### config.mk
export PLATFORM = sky130hd
export DESIGN_NAME = cpu_regfile_sched
export DESIGN_NICKNAME = d
export VERILOG_FILES = /design/src/rtl/cpu_regfile_sched_pkg.sv /design/src/rtl/cpu_regfile_sched_scoreboard.sv /design/src/rtl/cpu_regfile_sched.sv
export SDC_FILE = /design/constraint.sdc
export NUM_CORES = 1
export LEC_CHECK = 0
export ABC_CLOCK_PERIOD_IN_PS = 6560
export CORE_MARGIN = 3
export CORE_UTILIZATION = 32
export DETAILED_ROUTE_END_ITERATION = 16
export GPL_ROUTABILITY_DRIVEN = 0
export PLACE_DENSITY = 0.95
export RECOVER_POWER = 100
export SLEW_MARGIN = 20
export SYNTH_ARGS = -nofsm -noshare
export SYNTH_HDL_FRONTEND = slang
export SYNTH_HIERARCHICAL = 1
export SYNTH_SLANG_ARGS = --single-unit
### constraint.sdc
create_clock -name clk_i -period 6.56 [get_ports clk_i]
set_input_delay 0.656 -clock clk_i [delete_from_list [all_inputs] [get_ports clk_i]]
set_output_delay 0.656 -clock clk_i [all_outputs]
set_load 0.01 [all_outputs]
### src/rtl/cpu_regfile_sched_pkg.sv
// Shared constants and types for the moxie register-file write/read scheduler.
package cpu_regfile_sched_pkg;

   localparam int NUM_REGS = 16;
   localparam int IDX_W    = $clog2(NUM_REGS);
   localparam int DATA_W   = 32;
   localparam int REG_FP   = 0;
   localparam int REG_SP   = 1;

   // Debug-write wait cycles before debug overrides load priority.
   localparam logic [1:0] STARVE_LIMIT = 2'd3;

   typedef enum logic [1:0] {
      WSEL_NONE = 2'd0,
      WSEL_WB   = 2'd1,
      WSEL_LD   = 2'd2,
      WSEL_DBG  = 2'd3
   } wsel_e;

   function automatic logic [NUM_REGS-1:0] idx_onehot(input logic [IDX_W-1:0] idx);
      logic [NUM_REGS-1:0] v;
      v      = {NUM_REGS{1'b0}};
      v[idx] = 1'b1;
      return v;
   endfunction

endpackage

### src/rtl/cpu_regfile_sched_scoreboard.sv
// Pending-write scoreboard: one bit per register, set on issue, cleared on writeback.
module cpu_scoreboard
   import cpu_regfile_sched_pkg::*;
(
   input  logic                clk_i,
   input  logic                rst_i,
   input  logic                set_i,
   input  logic [IDX_W-1:0]    set_idx_i,
   input  logic                clr_i,
   input  logic [IDX_W-1:0]    clr_idx_i,
   input  logic [IDX_W-1:0]    lk1_idx_i,
   input  logic [IDX_W-1:0]    lk2_idx_i,
   input  logic [IDX_W-1:0]    lkd_idx_i,
   output logic                lk1_hit_o,
   output logic                lk2_hit_o,
   output logic                lkd_hit_o,
   output logic [NUM_REGS-1:0] pending_o
);

   logic [NUM_REGS-1:0] r_pending;
   logic [NUM_REGS-1:0] w_set_mask;
   logic [NUM_REGS-1:0] w_clr_mask;

   // Set is applied after clear so a same-index collision leaves the bit set.
   always_comb begin
      w_set_mask = {NUM_REGS{1'b0}};
      w_clr_mask = {NUM_REGS{1'b0}};
      if (set_i) begin
         w_set_mask = idx_onehot(set_idx_i);
      end else begin
         w_set_mask = {NUM_REGS{1'b0}};
      end
      if (clr_i) begin
         w_clr_mask = idx_onehot(clr_idx_i);
      end else begin
         w_clr_mask = {NUM_REGS{1'b0}};
      end
   end

   always_ff @(posedge clk_i) begin
      if (rst_i) begin
         r_pending <= {NUM_REGS{1'b0}};
      end else begin
         r_pending <= (r_pending & ~w_clr_mask) | w_set_mask;
      end
   end

   assign lk1_hit_o = r_pending[lk1_idx_i];
   assign lk2_hit_o = r_pending[lk2_idx_i];
   assign lkd_hit_o = r_pending[lkd_idx_i];
   assign pending_o = r_pending;

endmodule

### src/rtl/cpu_regfile_sched.sv
// Register-file scheduler: write-port arbitration with debug anti-starvation,
// hazard stall from the scoreboard, and read port 1 lent to debug when decode is idle.
module cpu_regfile_sched
   import cpu_regfile_sched_pkg::*;
(
   input  logic                clk_i,
   input  logic                rst_i,
   input  logic                wb_req_i,
   input  logic [IDX_W-1:0]    wb_idx_i,
   input  logic [DATA_W-1:0]   wb_data_i,
   input  logic                ld_req_i,
   input  logic [IDX_W-1:0]    ld_idx_i,
   input  logic [DATA_W-1:0]   ld_data_i,
   input  logic                dbg_req_i,
   input  logic [IDX_W-1:0]    dbg_idx_i,
   input  logic [DATA_W-1:0]   dbg_data_i,
   output logic                wb_gnt_o,
   output logic                ld_gnt_o,
   output logic                dbg_gnt_o,
   input  logic                issue_i,
   input  logic                issue_dest_valid_i,
   input  logic [IDX_W-1:0]    issue_dest_i,
   input  logic                rd_req_i,
   input  logic [IDX_W-1:0]    rd_idx1_i,
   input  logic [IDX_W-1:0]    rd_idx2_i,
   output logic                stall_o,
   output logic                rd_valid_o,
   input  logic                dbg_rd_req_i,
   input  logic [IDX_W-1:0]    dbg_rd_idx_i,
   output logic                dbg_rd_gnt_o,
   output logic                dbg_rd_valid_o,
   output logic                write_enable_o,
   output logic [IDX_W-1:0]    reg_write_index_o,
   output logic [DATA_W-1:0]   value_o,
   output logic                read_enable_o,
   output logic [IDX_W-1:0]    reg_read_index1_o,
   output logic [IDX_W-1:0]    reg_read_index2_o,
   output logic [NUM_REGS-1:0] pending_o
);

   logic [1:0] r_starve_cnt;
   logic       r_rd_valid;
   logic       r_dbg_rd_valid;
   wsel_e      w_wsel;
   logic       w_live;
   logic       w_dbg_pri;
   logic       w_hit1;
   logic       w_hit2;
   logic       w_hitd;
   logic       w_stall;
   logic       w_rd_gnt;
   logic       w_dbg_rd_gnt;
   logic       w_issue_set;
   logic       w_sb_clr;

   assign w_live    = ~rst_i;
   assign w_dbg_pri = (r_starve_cnt == STARVE_LIMIT);

   // Fixed priority wb > ld > dbg, except a starved debug write jumps ahead of load.
   always_comb begin
      w_wsel = WSEL_NONE;
      if (rst_i) begin
         w_wsel = WSEL_NONE;
      end else if (wb_req_i) begin
         w_wsel = WSEL_WB;
      end else if (dbg_req_i && w_dbg_pri) begin
         w_wsel = WSEL_DBG;
      end else if (ld_req_i) begin
         w_wsel = WSEL_LD;
      end else if (dbg_req_i) begin
         w_wsel = WSEL_DBG;
      end else begin
         w_wsel = WSEL_NONE;
      end
   end

   assign wb_gnt_o  = (w_wsel == WSEL_WB);
   assign ld_gnt_o  = (w_wsel == WSEL_LD);
   assign dbg_gnt_o = (w_wsel == WSEL_DBG);

   always_comb begin
      write_enable_o    = 1'b0;
      reg_write_index_o = {IDX_W{1'b0}};
      value_o           = {DATA_W{1'b0}};
      case (w_wsel)
         WSEL_WB: begin
            write_enable_o    = 1'b1;
            reg_write_index_o = wb_idx_i;
            value_o           = wb_data_i;
         end
         WSEL_LD: begin
            write_enable_o    = 1'b1;
            reg_write_index_o = ld_idx_i;
            value_o           = ld_data_i;
         end
         WSEL_DBG: begin
            write_enable_o    = 1'b1;
            reg_write_index_o = dbg_idx_i;
            value_o           = dbg_data_i;
         end
         default: begin
            write_enable_o    = 1'b0;
            reg_write_index_o = {IDX_W{1'b0}};
            value_o           = {DATA_W{1'b0}};
         end
      endcase
   end

   always_ff @(posedge clk_i) begin
      if (rst_i) begin
         r_starve_cnt <= 2'd0;
      end else if (dbg_req_i && !dbg_gnt_o) begin
         r_starve_cnt <= (r_starve_cnt == 2'd3) ? r_starve_cnt : r_starve_cnt + 2'd1;
      end else begin
         r_starve_cnt <= 2'd0;
      end
   end

   // No bypass: a register written this cycle is still pending, so decode waits.
   assign w_stall      = w_live & rd_req_i & (w_hit1 | w_hit2 | (issue_dest_valid_i & w_hitd));
   assign w_rd_gnt     = w_live & rd_req_i & ~w_stall;
   assign w_dbg_rd_gnt = w_live & dbg_rd_req_i & ~rd_req_i;
   assign w_issue_set  = w_live & issue_i & issue_dest_valid_i & ~w_stall;
   assign w_sb_clr     = wb_gnt_o | ld_gnt_o;

   assign stall_o      = w_stall;
   assign dbg_rd_gnt_o = w_dbg_rd_gnt;

   cpu_scoreboard u_scoreboard (
      .clk_i     (clk_i),
      .rst_i     (rst_i),
      .set_i     (w_issue_set),
      .set_idx_i (issue_dest_i),
      .clr_i     (w_sb_clr),
      .clr_idx_i (reg_write_index_o),
      .lk1_idx_i (rd_idx1_i),
      .lk2_idx_i (rd_idx2_i),
      .lkd_idx_i (issue_dest_i),
      .lk1_hit_o (w_hit1),
      .lk2_hit_o (w_hit2),
      .lkd_hit_o (w_hitd),
      .pending_o (pending_o)
   );

   always_comb begin
      read_enable_o     = 1'b0;
      reg_read_index1_o = {IDX_W{1'b0}};
      reg_read_index2_o = {IDX_W{1'b0}};
      if (w_rd_gnt) begin
         read_enable_o     = 1'b1;
         reg_read_index1_o = rd_idx1_i;
         reg_read_index2_o = rd_idx2_i;
      end else if (w_dbg_rd_gnt) begin
         read_enable_o     = 1'b1;
         reg_read_index1_o = dbg_rd_idx_i;
         reg_read_index2_o = {IDX_W{1'b0}};
      end else begin
         read_enable_o     = 1'b0;
         reg_read_index1_o = {IDX_W{1'b0}};
         reg_read_index2_o = {IDX_W{1'b0}};
      end
   end

   always_ff @(posedge clk_i) begin
      if (rst_i) begin
         r_rd_valid     <= 1'b0;
         r_dbg_rd_valid <= 1'b0;
      end else begin
         r_rd_valid     <= w_rd_gnt;
         r_dbg_rd_valid <= w_dbg_rd_gnt;
      end
   end

   assign rd_valid_o     = r_rd_valid;
   assign dbg_rd_valid_o = r_dbg_rd_valid;

endmodule
==> results of run 1 <==
[worst paths after layout]
| kind | start | end | slack [ps] | cells after the start |
|---|---|---|---|---|
| worst max-delay path | rst_i | reg_write_index_o[1] | 1650 | 5 |
| worst min-delay path | u_scoreboard/pending_o[8] | u_scoreboard/pending_o[8] | 520 | 2 |
| worst min register to register | u_scoreboard/pending_o[8] | u_scoreboard/pending_o[8] | 520 | 2 |
| worst max register to register | r_starve_cnt[0] | u_scoreboard/pending_o[7] | 3320 | 8 |
[tightest hold or removal path: stages (launching register included)]
cell	delay [ps]
dfxtp_1	340
o21ai_0	80
a21oi_1	60
[power groups by stage]
stage / clock network [mW] / logic [mW] / registers [mW]
2_1_floorplan: 0 / 0.0625 / 0.128
3_3_place_gp: 0 / 0.197 / 0.127
3_5_place_dp: 0 / 0.201 / 0.128
4_1_cts: 0.0797 / 0.202 / 0.125
5_1_grt: 0.0819 / 0.209 / 0.125
6_report: 0.0774 / 0.197 / 0.125
[layout make-up]
cell class	count	area share
Tap cell	75	0.02283
Inverter	1	0.0009132
Sequential cell	20	0.09741
Timing Repair Buffer	203	0.4922
Clock buffer	3	0.01005
Multi-Input combinational cell	186	0.3766
[sequential cells by signal, summed over array words and instances (netlist names)]
name and flops:
u_scoreboard/pending_o 16, dbg_rd_valid_o 1, rd_valid_o 1, r_starve_cnt 2
[kinds of logic (layout without fill, tap and decap cells)]
family | count (synthesis) | count (layout) | synth area share
xor gates and xnor gates | 1 | 1 | 0.004316
and+or+nand+nor | 88 | 88 | 0.2534
AOI/OAI and AO/OA | 74 | 74 | 0.2848
adders and majority gates | 1 | 1 | 0.006164
DFF | 20 | 20 | 0.1973
muxes | 22 | 22 | 0.2047
buffers and inverters | 16 | 207 | 0.04932
[routing by layer]
layer  track usage  up-vias  share of wire  wire length, µm
li1              -     1270              -                -
met5             0        -              0                0
met2        0.4576      198           0.51             4855
met1        0.2687     1304           0.35             3358
met3       0.07205       30           0.11             1003
met4       0.07338        0          0.027              252
[cells in the final DEF (no fill, tap or decap), types with 2 or more instances in the layout]
cell / n
clkdlybuf4s50_1: 157
dlygate4sd3_1: 44
and2_0: 37
a221o_1: 36
dfxtp_1: 20
o21ai_0: 16
a21oi_1: 16
nand2_1: 14
mux4_1: 12
mux2i_1: 10
nor2b_1: 5
nand3_1: 5
nor3_1: 4
nand2b_1: 4
a22o_1: 4
nor2_1: 3
and2_1: 3
nor3b_1: 3
clkbuf_8: 3
or2_2: 2
and3b_1: 2
nand3b_1: 2
==> qor.tcl, run 1 <==
set qor(share_of_the_synthesized_area_in_the_top_cell_type) 0.1973
set qor(synthTopCellsByArea) {dfxtp_1 20%, a221o_1 18%, mux4_1 16%}
set qor(sum_of_negative_setup_slack_ps) 0
set qor(crit_path_start_kind) {input port}
set qor(antenna_violation_net_count_after_detailed_routing) 0
set qor(post_cts_resized) 0
set qor(pwr-share-comb) 0.493
set qor(skew_ps) 1.701
set qor(dp.cells) 485
set qor(net_count_of_the_mapped_netlist) 356
set qor(clock_tree_root) {clkbuf_8}
set qor(grt_first_pass_wirelength_um) 14440
set qor(pwr_density_cell_nw_per_um2) 97.01
set qor(finalWorstPathRequiredPeriod_ps) 4914
set qor(violations_in_the_final_reports) {max-capacitance violations, max-slew violations}
set qor(timing.critical_path.cells) {dlygate4sd3_1 -> nor2b_1 -> and2_0 -> a221o_1 -> dlygate4sd3_1}
set qor(synth_area_per_cell_um2) 9.142
set qor(initial_antenna_violation_count) 0
set qor(status) {complete, but fails checks}
set qor(min_path_type) {reg2reg}
set qor(via_count_of_the_first_global_routing_pass) 2828
set qor(synth_async_sr_flop_share) 0
set qor(cellLeakagePower_nw) 1.639
set qor(maximum_number_of_pins_on_one_net_before_global_route_repair) 39
set qor(drt_first_pass_iters) 5
set qor(final.hold.worst_slack_ps) 524.3
set qor(tightestPinTransition_ps) 1930
set qor(postCtsSetupRepairBufs) 0
set qor(totalWireLength_um) 9470
set qor(total_of_endpoints_with_negative_setup_slack_in_the_final_report) 0
set qor(cts_sinks) 20
set qor(slowest_stage) {nor2b_1}
set qor(synth_ff_type) {dfxtp_1}
set qor(route.vias.total) 2802
set qor(yosys_warnings) 6
set qor(worst_path_most_repeated_cell) {dlygate4sd3_1}
set qor(drtIter0Drc) 342
set qor(drv_cap) 1
set qor(postCtsHoldBufs) 0
set qor(clk-insertion-delay-late_ps) 250
set qor(crit_path_end_kind) {output port}
set qor(cts_tree) {yes}
set qor(worstPathRequired_ps) 5900
set qor(clock_tree.htree_level_count) 1
set qor(avgRoutedWirePerCell_um) 19.41
set qor(post-route-worst-setup-slack_ps) 1646
set qor(layout-area-overhead-vs-synth_pct) 102.5
set qor(synth.yosys.seq_area_share) 0.1973
set qor(gate_family_responsible_for_the_most_delay_along_the_worst_path) {simple AND/OR/NAND/NOR gates}
set qor(post-synth-top-area-cell) {dfxtp_1}
set qor(period_share) 0.7491
set qor(avgViaCountPerCell) 5.742
set qor(floorplan.core_area_um2) 6026
set qor(maxClockFrequency_mhz) 203.5
set qor(sequentialPowerShare) 0.313
set qor(worst-setup-path-type) {in2out}
set qor(p_int_mw) 0.2913
set qor(power_switching_mw) 0.1074
set qor(sequential_cell_area_um2) 400.4
set qor(grt_use_total) 0.2464
set qor(floorplan.die_area_um2) 7333
set qor(floorplan.die.height_um) 85.64
set qor(switching_power_share_of_the_total) 0.2694
set qor(starting_density) 0.3368
set qor(worst_ir_drop_vdd_mv) 0.05640
set qor(number_of_hold_slack_violations_in_the_final_timing_report) 0
set qor(hpwl_um) 7807
set qor(port-buffer-count) 201
set qor(yosys.cell_count.top_type) {a221o_1}
set qor(multiInputGateArea_um2) 1548
set qor(syn-cell-area_um2) 2029
set qor(stdcell_area_um2) 4110
set qor(timing.max_slew.rel_slack) -0.2896
set qor(clk_pin_slew_worst_paths_ps) 70
set qor(remaining_drc_errors) 0
set qor(die_width_um) 85.64
set qor(post_dp_cell_area_um2) 4075
set qor(row_count) 28
set qor(clock_power_share) 0.194
set qor(design.portCount) 202
set qor(tritoncts.num_buffers) 3
set qor(design_power_total_mw) 0.3987
set qor(yosys_register_bits) 20
set qor(placement.setup.worst_slack_ps) 2116
set qor(final_max_slew_viol_count) 39
set qor(antenna_cells_inserted) 0
set qor(count_of_flip_flops_with_a_built_in_enable_after_synthesis) 0
set qor(yosysUniqueCellTypes) 32
set qor(finalNonFillerCells) 488
set qor(layout.core_utilization) 0.6821
set qor(worst-path-buf-inv) 2
set qor(worstPathMaxFanout) 38
set qor(drive_gt1_frac) 0.02179
set qor(postSynthCellCount) 222
set qor(synth_top_cells_by_count) {36 x a221o_1, 30 x and2_1, 20 x dfxtp_1}
set qor(design.final.nets) 549
set qor(setup_repair_after_global_routing_missed_its_margin) {false}
set qor(clock_path_buffers) 2
set qor(globalRouteOverflowTotal) 0
set qor(timing.critical_path.slowest_cell_delay_ps) 1570
set qor(total_of_fill_cells_in_the_finished_design) 463
set qor(critical_path_arrival_ps) 4260
(Power assumes the default switching activity.)
==> inputs of run 2 (changes only) <==
Settings changed: ABC_CLOCK_PERIOD_IN_PS 6560 to 4400, CORE_UTILIZATION 32 to 27, PLACE_DENSITY 0.95 to 0.89.
Clock period 6.56 ns to 4.4 ns, I/O delays scaled along.
==> run 2 against run 1 <==
Net effect: the run now ends clean; register-to-register slack worse by 1900 ps; first-iteration DRC count fell by 43%; non-clock buffer count rose by 2; design area up 1.0%; critical path depth up 3; setup slack worse by 1300 ps; clock skew increased by 4.0 ps; clock-buffer cell count is 1 higher; hold slack better by 21 ps; core utilization down 9.0 points; routed wire length up 1.5%; die area up 17%.
==> qor.tcl, run 2 (same netlist as run 1, synthesis figures left out) <==
set qor(status) {finished clean}
set qor(total_of_fill_cells_in_the_finished_design) 590
set qor(crit_path_start_kind) {input port}
set qor(setup_repair_after_global_routing_missed_its_margin) {false}
set qor(via_count_of_the_first_global_routing_pass) 2850
set qor(postCtsSetupRepairBufs) 0
set qor(drt_first_pass_iters) 5
set qor(grt_first_pass_wirelength_um) 14690
set qor(worstPathMaxFanout) 10
set qor(total_of_endpoints_with_negative_setup_slack_in_the_final_report) 0
set qor(initial_antenna_violation_count) 1
set qor(worstPathRequired_ps) 3960
set qor(port-buffer-count) 201
set qor(cts_tree) {yes}
set qor(floorplan.die_area_um2) 8592
set qor(post_cts_resized) 0
set qor(floorplan.core_area_um2) 7019
set qor(cts_sinks) 20
set qor(sequentialPowerShare) 0.305
set qor(pwr_density_cell_nw_per_um2) 147.1
set qor(die_width_um) 92.70
set qor(row_count) 30
set qor(remaining_drc_errors) 0
set qor(design.portCount) 202
set qor(worst_ir_drop_vdd_mv) 0.06382
set qor(clock_tree.htree_level_count) 1
set qor(clock_path_buffers) 2
set qor(top_usage_layer) {met2}
set qor(drtIter0Drc) 194
set qor(hpwl_um) 7999
set qor(post-route-worst-setup-slack_ps) 305.1
set qor(cellLeakagePower_nw) 1.698
set qor(route.vias.total) 2782
set qor(timing.max_slew.rel_slack) 0.2340
set qor(number_of_hold_slack_violations_in_the_final_timing_report) 0
set qor(crit_path_end_kind) {output port}
set qor(placement.setup.worst_slack_ps) 459.8
set qor(largest_reg_flops) 16
set qor(maxClockFrequency_mhz) 244.2
set qor(power_switching_mw) 0.1612
set qor(sum_of_negative_setup_slack_ps) 0
set qor(layout-area-overhead-vs-synth_pct) 104.6
set qor(critical_path_arrival_ps) 3650
set qor(clock_tree_root) {clkbuf_8}
set qor(use_met2) 0.4230
set qor(drv_cap) 0
set qor(tritoncts.num_buffers) 3
set qor(tightestPinTransition_ps) 1149
set qor(starting_density) 0.2891
set qor(gr-usage-met1) 0.2258
set qor(avgRoutedWirePerCell_um) 18.74
set qor(final_max_slew_viol_count) 0
set qor(maximum_number_of_pins_on_one_net_before_global_route_repair) 39
set qor(grt_use_total) 0.2163
set qor(postCtsHoldBufs) 0
set qor(totalWireLength_um) 9616
set qor(skew_ps) 5.700
set qor(finalWorstPathRequiredPeriod_ps) 4095
set qor(p_int_mw) 0.4499
set qor(min_path_type) {reg2reg}
set qor(clk_pin_slew_worst_paths_ps) 70
set qor(design.final.nets) 551
set qor(switching_power_share_of_the_total) 0.2637
set qor(layout_commonest_cell) {clkdlybuf4s50_1}
set qor(grtUsageMet3) 0.05524
set qor(clk-insertion-delay-late_ps) 260
set qor(globalRouteOverflowTotal) 0
set qor(pwr-share-comb) 0.469
set qor(multiInputGateArea_um2) 1539
set qor(period_share) 0.9306
set qor(drive_gt1_frac) 0.02644
set qor(floorplan.die.height_um) 92.70
set qor(worst-setup-path-type) {in2out}
set qor(most_used_cells_in_the_layout_excluding_fill_and_tap_cells) {142 x clkdlybuf4s50_1, 59 x dlygate4sd3_1, 36 x a221o_1}
set qor(antenna_violation_net_count_after_detailed_routing) 0
set qor(sequential_cell_area_um2) 400.4
set qor(avgViaCountPerCell) 5.423
set qor(clock_power_share) 0.227
==> run 2: layout make-up <==
class                      count  share of cell area
timing repair buffer         205              0.4893
multi-input combinational    186              0.3706
clock buffer                   4             0.01326
tap                           96             0.02892
sequential                    20             0.09641
antenna                        1           0.0006026
inverter                       1           0.0009039
==> run 2: power groups by stage <==
stage | logic, mW | clock network, mW | registers (mW)
after floorplan | 0.0932 | 0 | 0.190
after global placement | 0.295 | 0 | 0.190
after global routing | 0.306 | 0.148 | 0.186
after detailed placement | 0.300 | 0 | 0.190
final | 0.286 | 0.138 | 0.186
after CTS | 0.302 | 0.140 | 0.186
==> run 2: stage by stage <==
stage | instance area (µm²) | hold slack, ps | instances | power (mW) | util
2_1_floorplan | 2029 | 508.4 | 222 | 0.2837 | -
3_3_place_gp | 4116 | 518.1 | 508 | 0.4846 | 0.5865
3_5_place_dp | 4116 | 529.2 | 508 | 0.4907 | 0.5865
4_1_cts | 4172 | 543.4 | 512 | 0.6286 | 0.5943
5_1_grt | 4153 | 576.9 | 513 | 0.6405 | 0.5916
6_report | 4153 | 545.3 | 513 | 0.6111 | 0.5916
==> run 2: final timing paths <==
kind | from | to | slack, ps | depth (start not counted)
worst min-delay path | u_scoreboard/pending_o[14] | u_scoreboard/pending_o[14] | 550 | 2
worst min register to register | u_scoreboard/pending_o[14] | u_scoreboard/pending_o[14] | 550 | 2
worst max-delay path | issue_dest_i[0] | reg_read_index1_o[3] | 310 | 8
worst max register to register | u_scoreboard/pending_o[4] | u_scoreboard/pending_o[12] | 1430 | 9
==> run 2: layer usage <==
metal  part of all wire  vias up
met5                  0        -
met4              0.019        0
met3              0.097       18
met2               0.54      168
met1               0.35     1320
li1                   -     1276
==> run 2: worst max-delay path, stage by stage <==
cell and delay, ps:
dlygate4sd3_1 700, mux4_1 590, mux2i_1 170, mux2i_1 110, a211oi_1 290, nor2b_1 520, a22o_1 230, dlygate4sd3_1 610
